===== src/rtl/action_input_if.sv =====
// rtl/action_input_if.sv - action offer handshake between input front-end and stats
interface action_input_if;
  logic       action_valid;
  logic       action_ready;
  logic [2:0] action_code;

  // Producer side: the action_input block offers coded actions
  modport master (
    output action_valid,
    output action_code,
    input  action_ready
  );

  // Consumer side: the stats block accepts coded actions
  modport slave (
    input  action_valid,
    input  action_code,
    output action_ready
  );
endinterface


===== src/rtl/action_input.sv =====
// rtl/action_input.sv - button sync/debounce, press queue and cooled-down action offer
module action_input #(
  parameter logic [15:0] DEBOUNCE_CYCLES = 16'd50_000,
  parameter logic [23:0] COOLDOWN_CYCLES = 24'd10_000_000
) (
  input  logic           clk,
  input  logic           rst_n,
  input  logic [7:0]     btn_in,
  action_input_if.master act,
  output logic [7:0]     btn_stable,
  output logic [7:0]     pending,
  output logic           busy
);

  typedef enum logic [1:0] {
    ST_IDLE     = 2'd0,
    ST_OFFER    = 2'd1,
    ST_COOLDOWN = 2'd2
  } state_t;

  localparam logic [15:0] DB_LAST = DEBOUNCE_CYCLES - 16'd1;

  logic [7:0]  sync1;
  logic [7:0]  sync2;
  logic [15:0] db_cnt [8];
  logic [7:0]  stable_d;
  logic [7:0]  press;

  state_t      state_q;
  state_t      state_d;
  logic        valid_q;
  logic        valid_d;
  logic [2:0]  code_q;
  logic [2:0]  code_d;
  logic [23:0] cd_cnt_q;
  logic [23:0] cd_cnt_d;
  logic [7:0]  clr;
  logic [2:0]  sel;

  // Two-flop synchroniser for the asynchronous button levels
  always_ff @(posedge clk or negedge rst_n) begin
    if (!rst_n) begin
      sync1 <= '0;
      sync2 <= '0;
    end else begin
      sync1 <= btn_in;
      sync2 <= sync1;
    end
  end

  // Per-bit debounce: the stable level flips only after a full run of disagreement
  always_ff @(posedge clk or negedge rst_n) begin
    if (!rst_n) begin
      btn_stable <= '0;
      for (int i = 0; i < 8; i++) db_cnt[i] <= '0;
    end else begin
      for (int i = 0; i < 8; i++) begin
        if (sync2[i] == btn_stable[i]) begin
          db_cnt[i] <= '0;
        end else if (db_cnt[i] == DB_LAST) begin
          btn_stable[i] <= sync2[i];
          db_cnt[i]     <= '0;
        end else begin
          db_cnt[i] <= db_cnt[i] + 16'd1;
        end
      end
    end
  end

  // Delayed copy of the debounced levels for rising-edge detection
  always_ff @(posedge clk or negedge rst_n) begin
    if (!rst_n) stable_d <= '0;
    else        stable_d <= btn_stable;
  end

  assign press = btn_stable & ~stable_d;

  // Pending requests: presses merge into a single bit, and a new press beats a same-edge clear
  always_ff @(posedge clk or negedge rst_n) begin
    if (!rst_n) pending <= '0;
    else        pending <= (pending & ~clr) | press;
  end

  // Lowest-index pending request gets served first
  always_comb begin
    sel = 3'd0;
    for (int i = 7; i >= 0; i--) begin
      if (pending[i]) sel = 3'(i);
    end
  end

  // FSM state, offered action and cooldown counter registers
  always_ff @(posedge clk or negedge rst_n) begin
    if (!rst_n) begin
      state_q  <= ST_IDLE;
      valid_q  <= 1'b0;
      code_q   <= 3'd0;
      cd_cnt_q <= '0;
    end else begin
      state_q  <= state_d;
      valid_q  <= valid_d;
      code_q   <= code_d;
      cd_cnt_q <= cd_cnt_d;
    end
  end

  // Next-state logic: pick a request, hold it until accepted, then sit out the cooldown
  always_comb begin
    state_d  = state_q;
    valid_d  = valid_q;
    code_d   = code_q;
    cd_cnt_d = cd_cnt_q;
    clr      = '0;
    case (state_q)
      ST_IDLE: begin
        if (pending != 8'd0) begin
          code_d  = sel;
          valid_d = 1'b1;
          clr     = 8'd1 << sel;
          state_d = ST_OFFER;
        end
      end
      ST_OFFER: begin
        if (act.action_ready) begin
          valid_d = 1'b0;
          if (COOLDOWN_CYCLES == 24'd0) begin
            state_d = ST_IDLE;
          end else begin
            cd_cnt_d = COOLDOWN_CYCLES - 24'd1;
            state_d  = ST_COOLDOWN;
          end
        end
      end
      ST_COOLDOWN: begin
        if (cd_cnt_q == 24'd0) state_d = ST_IDLE;
        else                   cd_cnt_d = cd_cnt_q - 24'd1;
      end
      default: begin
        state_d = ST_IDLE;
        valid_d = 1'b0;
      end
    endcase
  end

  assign act.action_valid = valid_q;
  assign act.action_code  = code_q;
  assign busy             = (state_q == ST_OFFER) || (state_q == ST_COOLDOWN);

endmodule


===== src/flat_wrapper.sv =====
// flat-port wrapper written by rule: the top's interface ports become plain ports
module action_input_flat 
#(
  parameter logic [15:0] DEBOUNCE_CYCLES = 16'd50_000,
  parameter logic [23:0] COOLDOWN_CYCLES = 24'd10_000_000
)
  (clk, rst_n, btn_in, btn_stable, pending, busy, act_action_valid, act_action_code, act_action_ready);
  action_input_if act_i ();
  input  logic clk;
  input  logic rst_n;
  input  logic [7:0] btn_in;
  output logic [7:0] btn_stable;
  output logic [7:0] pending;
  output logic busy;
  output wire logic [$bits(act_i.action_valid)-1:0] act_action_valid;
  output wire logic [$bits(act_i.action_code)-1:0] act_action_code;
  input wire logic [$bits(act_i.action_ready)-1:0] act_action_ready;
  assign act_action_valid = act_i.action_valid;
  assign act_action_code = act_i.action_code;
  assign act_i.action_ready = act_action_ready;
  action_input #(.DEBOUNCE_CYCLES(DEBOUNCE_CYCLES), .COOLDOWN_CYCLES(COOLDOWN_CYCLES)) u_core (.clk(clk), .rst_n(rst_n), .btn_in(btn_in), .act(act_i), .btn_stable(btn_stable), .pending(pending), .busy(busy));
endmodule

===== config.mk =====
export PLATFORM = sky130hd
export DESIGN_NAME = action_input_flat
export DESIGN_NICKNAME = d
export VERILOG_FILES = /design/src/rtl/action_input_if.sv /design/src/rtl/action_input.sv /design/src/flat_wrapper.sv
export SDC_FILE = /design/constraint.sdc
export NUM_CORES = 1
export LEC_CHECK = 0
export ABC_AREA = 1
export CAP_MARGIN = 20
export CORE_MARGIN = 2
export CORE_UTILIZATION = 50
export DETAILED_ROUTE_END_ITERATION = 6
export PLACE_DENSITY = 0.67
export SYNTH_ARGS = -nofsm -noshare
export SYNTH_HDL_FRONTEND = slang
export SYNTH_SLANG_ARGS = --single-unit
export TNS_END_PERCENT = 30

===== constraint.sdc =====
create_clock -name clk -period 1.8 [get_ports clk]
set_input_delay 0.27 -clock clk [delete_from_list [all_inputs] [get_ports clk]]
set_output_delay 0.27 -clock clk [all_outputs]
set_load 0.03 [all_outputs]

After elaboration in Yosys (flattened, before gate mapping)
Cells that the tools add are included.
{"block": "word_totals", "register_bits": 198}
{"block": "classes", "n_addsub": 9, "eq_ne": 22, "shifts": 1, "muxes": 36, "bitwise_logic": 14, "reduce_logical": 17}
{"cell": "$mux W16", "count": 16}
{"cell": "$add A16 B1 Y16 const B", "count": 8}
{"cell": "$eq A16 B16 Y1 const B", "count": 8}
{"cell": "$mux W24", "count": 2}
{"cell": "$pmux W24 S2", "count": 1}
{"cell": "$logic_not A24 Y1", "count": 1}
{"cell": "$mux W3", "count": 8}
{"cell": "$sub A24 B1 Y24 const B", "count": 1}
{"cell": "$reduce_and A2 Y1", "count": 9}
{"cell": "$and A8 B8 Y8", "count": 2}
{"cell": "$mux W8", "count": 2}
{"cell": "$not A8 Y8", "count": 2}
{"cell": "$not A1 Y1", "count": 9}
{"cell": "$reduce_and A3 Y1", "count": 3}
{"cell": "$eq A1 B1 Y1", "count": 8}
{"cell": "$or A8 B8 Y8", "count": 1}
{"cell": "$reduce_bool A8 Y1", "count": 1}
{"cell": "$shl A1 B3 Y8 const A", "count": 1}
{"cell": "$mux W2", "count": 3}
{"cell": "$pmux W2 S3", "count": 1}
{"cell": "$ne A2 B1 Y1 const B", "count": 2}
{"cell": "$ne A2 B2 Y1 const B", "count": 2}
{"cell": "$pmux W1 S3", "count": 1}
{"cell": "$eq A2 B1 Y1 const B", "count": 1}
{"cell": "5 further kinds", "count": 6}

Depth between registers and ports, before layout
Gate-level depths: netlist of run 1.
{"block": "depth", "ltp_word": 14, "mapped_depth": 11, "depth_no_buf": 11}

Worst setup path before layout of run 1
OpenSTA, ideal clock, no wires.
{"block": "synth_path", "path_kind": "register to register", "start": "reg u_core.cd_cnt_q[0]", "end": "reg u_core.cd_cnt_q[0]", "setup_time_ns": 0.117, "t_arrival_ns": 1.554, "required_ns": 1.683, "setup_slack_ns": 0.129, "path_stages_with_launch": 11, "n_path_buf": 1, "synth_period_minus_slack_ns": 1.671, "path_cell_list": "dfrtp_1 > inv_1 > ha_1 > nand2_2 > nor2_4 > nand3_2 > nand3_4 > nand2_4 > buf_6 > nor2_2 > nor2_1"}
{"block": "synth_via", "elab_chain_cells": 3, "elab_cells_between_ends": 6, "classes_between": "add/sub: 1; eq/ne: 1; mux: 2; reduce/logical: 2"}
{"item": "from (decl)", "line_no": "action_input.sv:35", "source": "logic [23:0] cd_cnt_q;"}
{"item": "from (signal assigned)", "line_no": "action_input.sv:103", "source": "cd_cnt_q <= cd_cnt_d;"}
{"item": "$sub A24 B1 Y24 / $logic_not A24 Y1 (equally long branches)", "line_no": "action_input.sv:136, action_input.sv:135"}
{"item": "$mux W24 / $ne A2 B2 Y1 (equally long branches)"}
{"item": "$pmux W24 S2 / $reduce_and A3 Y1 (equally long branches)"}
Parallel ways exist; a longest one is shown, timed or not. The select of a mux whose other input is x is not followed.
A chain may end at the register's enable or synchronous reset.

Worst setup path after layout of run 1
{"block": "layout_path", "start": "reg u_core.code_q[2] (netlist: u_core.act.action_code[2])", "end": "out act_action_code[2]"}
{"item": "from (decl)", "line_no": "action_input.sv:33", "source": "logic [2:0] code_q;"}
{"item": "from (signal assigned)", "line_no": "action_input.sv:102", "source": "code_q <= code_d;"}
{"item": "to (decl)", "line_no": "flat_wrapper.sv:16", "source": "output wire logic [$bits(act_i.action_code)-1:0] act_action_code;"}
No word-level cell between the ends.

==> reports/qor.txt, run 1 <==
status = finished clean
# placed instances = 1593
Filler Cells Inserted = 1836
clk slew on worst S/H paths = 70 ps
crit path cell chain = clkdlybuf4s50_1
DRC = 0
First DRT Iteration DRCs = 434
Worst Tran Pin Value = 514 ps
Layout Utilization = 57.4%
Max stage delay on crit path = 680 ps
die area = 21700 um2
die width = 147 um
VDD IR max = 551 uV
required time worst endpoint = 1530 ps
FF+latch count, synth = 198
Synth Area in Adders = 1.58%
Cells after Synth = 1282
Detailed Place HPWL = 15.6 mm
Initial DRT Pass Iterations = 5
synth warn = 0
overall routing resource usage = 21.2%
placer's final routability congestion estimate = 0.860
diodes inserted = 0
asr flop ratio synth = 100%
Slew headroom = 65.7%
RSZ-0062 raised after global routing = true
commonest non-fill, non-tap cells in the layout = nand2_1 (271), nor2_1 (198), dfrtp_1 (197), inv_1 (165), nand3_1 (86)
final worst slack = 45.7 ps
Tot Pwr = 8.36 mW
post-synthesis compound-gate area fraction = 5.15%
worst skew pair latency = 430 ps
total gr overflow = 0
Max Slew Vio Count = 0
Distinct cells, synth = 40
Mapped Area = 10300 um2
area of the core = 20200 um2
crit start category = register
main combinational cell family by area after synthesis = simple AND/OR/NAND/NOR gates
initial antenna violation count = 0
nets = 1367
post-synthesis xor/xnor area fraction = 3.83%
commonest non-fill, non-tap cell in the layout = nand2_1
Hold Path Class = in2reg
ranking of synthesized cells by area = dfrtp_1 (48%), nand2_1 (9.9%), nor2_1 (7.3%), inv_1 (6.0%), nand3_1 (4.2%)
Tcrit/Tclk final = 97.5%
share of the synthesized area in the top cell type = 48.2%
largest net degree at the start of global routing = 59
IO Port Bufs = 31
fmax = 0.570 GHz
first-pass GRT wire length = 37.8 mm
Final Critical Period = 1750 ps
post-synthesis sequential area ratio = 48.2%
power per standard cell area = 719 nW/um2
Top FF cell, synth = dfrtp_1
number of flops mapped to enable cells by yosys = 0
Critical Path AT = 1480 ps
# Max-Cap Violations = 0
Final Setup Violations = 0
mux share of post-synthesis cell area = 0%
# rows = 52
Clock Path Buffers = 2
WL final = 21.2 mm
Place WS = 121 ps
I/O pin cnt = 32
Finished Layout Cells = 1625
final hold vios = 0
Avg Inst Size Synth = 8.02 um2
Slowest-stage cell, CP = clkdlybuf4s50_1
# clock sinks = 198
TritonCTS Buffers = 17
Clock Tree Root = clkbuf_16
number of global-route vias before repair = 8160
leakage power = 5.26 nW
Simple-Gate Fraction of Synth Area = 34.3%
routed via count = 8319
H-Tree Level Count = 4
average vias per placed instance = 5.12
CP Class = reg2out
CTS tree = built
Layout area overhead = 13.1%
Die Ht = 147 um
antenna viol nets, final = 0
cell taking the most area after synthesis = dfrtp_1
worst hold slack = 279 ps
element type at the critical path end = output port
sum of buffers and inverters on the critical path = 1
Setup Skew = 10.9 ps
share of layout cells above drive strength 1 = 9.74%
CP top delay family = buffers and inverters
Initial Util = 50.8%
WL per Instance = 13.0 um
syn nets = 1306
peak fanout along the critical path = 2
-- metrics by stage --
step / area (um2) / setup TNS [ps]
after global placement: 11100 / 0
final: 11600 / 0
after global routing: 11600 / -17.8
after detailed placement: 11100 / 0
after floorplan: 10300 / 0
after CTS: 11600 / 0
-- routing by layer --
metal / share of wire, % / GRT usage (%) / routed length [um]
met1: 48 / 29.1 / 10200
met2: 47 / 34.3 / 9860
met5: 0 / 0 / 0
met4: 1.9 / 6.92 / 402
met3: 3.6 / 3.95 / 768
-- cells in the mapped netlist (13+ instances only) --
library cell  number
ha_1              13
o21ai_2           13
nand3_1           86
nor3_1            64
a21oi_1           30
xor2_1            33
nor2_1           200
nand2_1          272
inv_1            165
nand4_1           40
dfrtp_1          198
nor3b_1           16
nor2_2            17
o21ai_0           30
-- report_power, final --
part / internal, mW / leakage, nW / switching (mW)
combinational: 0.0973 / 2.36 / 0.195
clock: 1.84 / 0.252 / 1.68
sequential: 4.51 / 2.65 / 0.0417
total: 6.45 / 5.26 / 1.91
-- cells by family (layout without fill, tap and decap cells) --
logic type	Yosys count	count (layout)
AOI/OAI and AO/OA	90	90
xor gates and xnor gates	45	45
adders and majority gates	13	13
DFF	198	198
buffers and inverters	180	253
and+or+nand+nor	756	756
-- state kept, by name, indices dropped and copies added, names as in the netlist --
| signal | count |
|---|---|
| u_core.act.action_valid | 1 |
| u_core.stable_d | 8 |
| u_core.cd_cnt_q | 24 |
| u_core.pending | 8 |
| u_core.act.action_code | 3 |
| u_core.btn_stable | 8 |
| u_core.sync2 | 8 |
| u_core.db_cnt | 128 |
| u_core.sync1 | 8 |
| u_core.state_q | 2 |
-- final timing paths --
kind,from,to,slack (ps),depth (start not counted)
worst max-delay path,u_core.act.action_code[2]$_DFFE_PN0P_,act_action_code[2],50,1
worst min-delay path,btn_in[1],u_core.sync1[1]$_DFF_PN0_,280,1
worst max register to register,u_core.state_q[0]$_DFFE_PN0P_,u_core.cd_cnt_q[14]$_DFFE_PN0P_,110,7
worst min register to register,u_core.sync1[6]$_DFF_PN0_,u_core.sync2[6]$_DFF_PN0_,350,0
max in group asynchronous,rst_n,u_core.pending[7]$_DFF_PN0_,800,3
min in group asynchronous,rst_n,u_core.db_cnt[117]$_DFF_PN0_,370,2
-- timing repair --
action / in CTS / in global routing
hold buffers: 1 / 0
hold endpoints to repair: 51 / 0
pin swaps: 0 / 0
buffers inserted: 0 / 0
endpoints found under the setup margin: 17 / 13
resized for setup: 19 / 8
-- layout make-up --
type,count,area (um2),share of cell area (%)
Tap cell,270,338,2.91
Clock buffer,21,460,3.96
Clock inverter,10,75.1,0.646
Timing Repair Buffer,55,536,4.61
Multi-Input combinational cell,904,4630,39.8
Sequential cell,198,4960,42.7
Inverter,167,627,5.39
Note: power is estimated with default switching activity, not from simulation.
==> run 2, diff against run 1 <==
Settings changed: GPL_TIMING_DRIVEN set to 0.
==> run 2 against run 1 <==
Sequential share of layout area fell by 0.22 points. Non-clock buffer count fell by 6. Utilization grew 0.30 points. Cell count decreased by 0.31%. Worst hold slack lost 15 ps. Routed wire length decreased by 2.0%. Clock skew about the same. Maximum frequency is 0.53% higher. Critical path type unchanged. Highest routed layer unchanged.
==> reports/qor.txt, run 2 (synthesis results as in run 1) <==
crit path cell chain = inv_1 -> ha_2 -> clkbuf_4
H-Tree Level Count = 4
routed via count = 8294
Tcrit/Tclk final = 96.9%
Layout Utilization = 57.7%
Max Slew Vio Count = 0
largest register by flop count = u_core.db_cnt
largest net degree at the start of global routing = 120
first-pass GRT wire length = 36.4 mm
antenna viol nets, final = 0
Max stage delay on crit path = 390 ps
Reg2Reg Depth = 10
commonest non-fill, non-tap cell in the layout = nand2_1
Clock Tree Root = clkbuf_16
Hold Path Cell Cnt = 1
Setup Skew = 11.3 ps
flop-to-flop setup slack = 120 ps
Slowest-stage cell, CP = dfrtp_1
commonest non-fill, non-tap cells in the layout = nand2_1 (271), nor2_1 (197), dfrtp_1 (197), inv_1 (164), nand3_1 (85)
VDD IR max = 543 uV
area of the core = 20200 um2
Layout area overhead = 13.6%
nets = 1361
total gr overflow = 0
power per standard cell area = 758 nW/um2
die area = 21700 um2
fmax = 0.573 GHz
# placed instances = 1585
Storage cell area = 4960 um2
Filler Cells Inserted = 1836
GR peak layer = met2
global-route met3 utilization = 4.14%
Hold Path Class = in2reg
min-delay src = btn_in[0]
CP Class = reg2out
Hold EP = u_core.sync1[0]$_DFF_PN0_
IO Port Bufs = 31
Die Ht = 147 um
Multi-input gate area = 4670 um2
Final Setup Violations = 0
average vias per placed instance = 5.12
DRC = 0
# Max-Cap Violations = 0
worst skew pair latency = 440 ps
I/O pin cnt = 32
leakage power = 5.29 nW
Finished Layout Cells = 1620
final hold vios = 0
number of global-route vias before repair = 7759
Clock Path Buffers = 2
# clock sinks = 198
Worst Tran Pin Value = 590 ps
First DRT Iteration DRCs = 493
Worst R2R Start = u_core.cd_cnt_q[0]$_DFFE_PN0P_
die width = 147 um
Initial Util = 50.8%
Final Critical Period = 1740 ps
Critical Path AT = 1470 ps
required time worst endpoint = 1530 ps
initial antenna violation count = 0
M2 GR Usage = 32.4%
WL per Instance = 12.8 um
element type at the critical path end = output port
Initial DRT Pass Iterations = 5
Detailed Place HPWL = 14.7 mm
share of layout cells above drive strength 1 = 9.85%
clk slew on worst S/H paths = 80 ps
status = finished clean
CTS tree = built
# rows = 52
met1 Use GR = 28.8%
Worst Setup SP = u_core.state_q[0]$_DFFE_PN0P_
diodes inserted = 0
max reg flops = 128
r2r endpoint = u_core.cd_cnt_q[5]$_DFFE_PN0P_
TritonCTS Buffers = 17
overall routing resource usage = 20.3%
peak fanout along the critical path = 4
crit start category = register
placer's final routability congestion estimate = 0.862
Top Registers = u_core.db_cnt (128), u_core.cd_cnt_q (24)
Slew headroom = 60.7%
WL final = 20.8 mm
[run 2: changes by cell type in the layout (fill, tap and decap cells not counted), sizes merged, moves of 2 or more]
cell,before,now
inv,167,173
dlygate4sd2,16,18
bufinv,0,2
buf,23,13
clkinvlp,4,1
dlymetal6s2s,3,1
[run 2: critical path: cells and delay by family (launching register included)]
| family | cells | cell delay, ps |
|---|---|---|
| buf+inv | 2 | 290 |
| flops | 1 | 390 |
| fa+ha+maj | 1 | 350 |
[run 2: layout make-up]
type / count / area share [%]
repair buffers: 36 / 3.19
clock inverters: 15 / 1.75
plain buffers: 13 / 0.718
inverters: 167 / 5.39
clock buffers: 17 / 3.64
flip-flops and latches: 198 / 42.4
multi-input cells: 904 / 40.0
well taps: 270 / 2.89
[run 2: where the power goes]
group / total [mW] / internal [mW] / switching, mW
logic: 0.280 / 0.0886 / 0.192
clock network: 4.02 / 2.14 / 1.88
registers: 4.55 / 4.51 / 0.0433
total: 8.85 / 6.74 / 2.11
[run 2: repair_timing]
action	CTS	global route
hold endpoints to repair	118	0
buffers inserted	0	2
setup endpoints to repair	45	36
hold buffers	1	0
gates resized for setup	25	23
pin swaps	0	2
[run 2: through the flow]
stage	worst slack (ps)	power, mW	hold slack [ps]	setup TNS (ps)	instance area, um2
6_report	55.0	8.85	264	0	11700
5_1_grt	-1.66	9.20	248	-1.66	11700
4_1_cts	-65.5	8.97	242	-65.5	11600
3_5_place_dp	-176	4.93	335	-3630	11000
3_3_place_gp	-7990	4.91	333	-1582630	10900
2_1_floorplan	129	4.75	-25.6	0	10300
[run 2: worst max path at each step]
stage,endpoint,cells after the start
after CTS,busy,3
after global routing,u_core.cd_cnt_q[5]$_DFFE_PN0P_,10
after detailed placement,u_core.cd_cnt_q[6]$_DFFE_PN0P_,10
after floorplan,u_core.cd_cnt_q[0]$_DFFE_PN0P_,10
after global placement,u_core.db_cnt[107]$_DFF_PN0_,1
final,busy,3
[run 2: routing by layer]
metal	vias to the layer above	wire, um
met5	-	0
met4	0	204
li1	4250	-
met1	3871	9980
met3	17	911
met2	156	9680
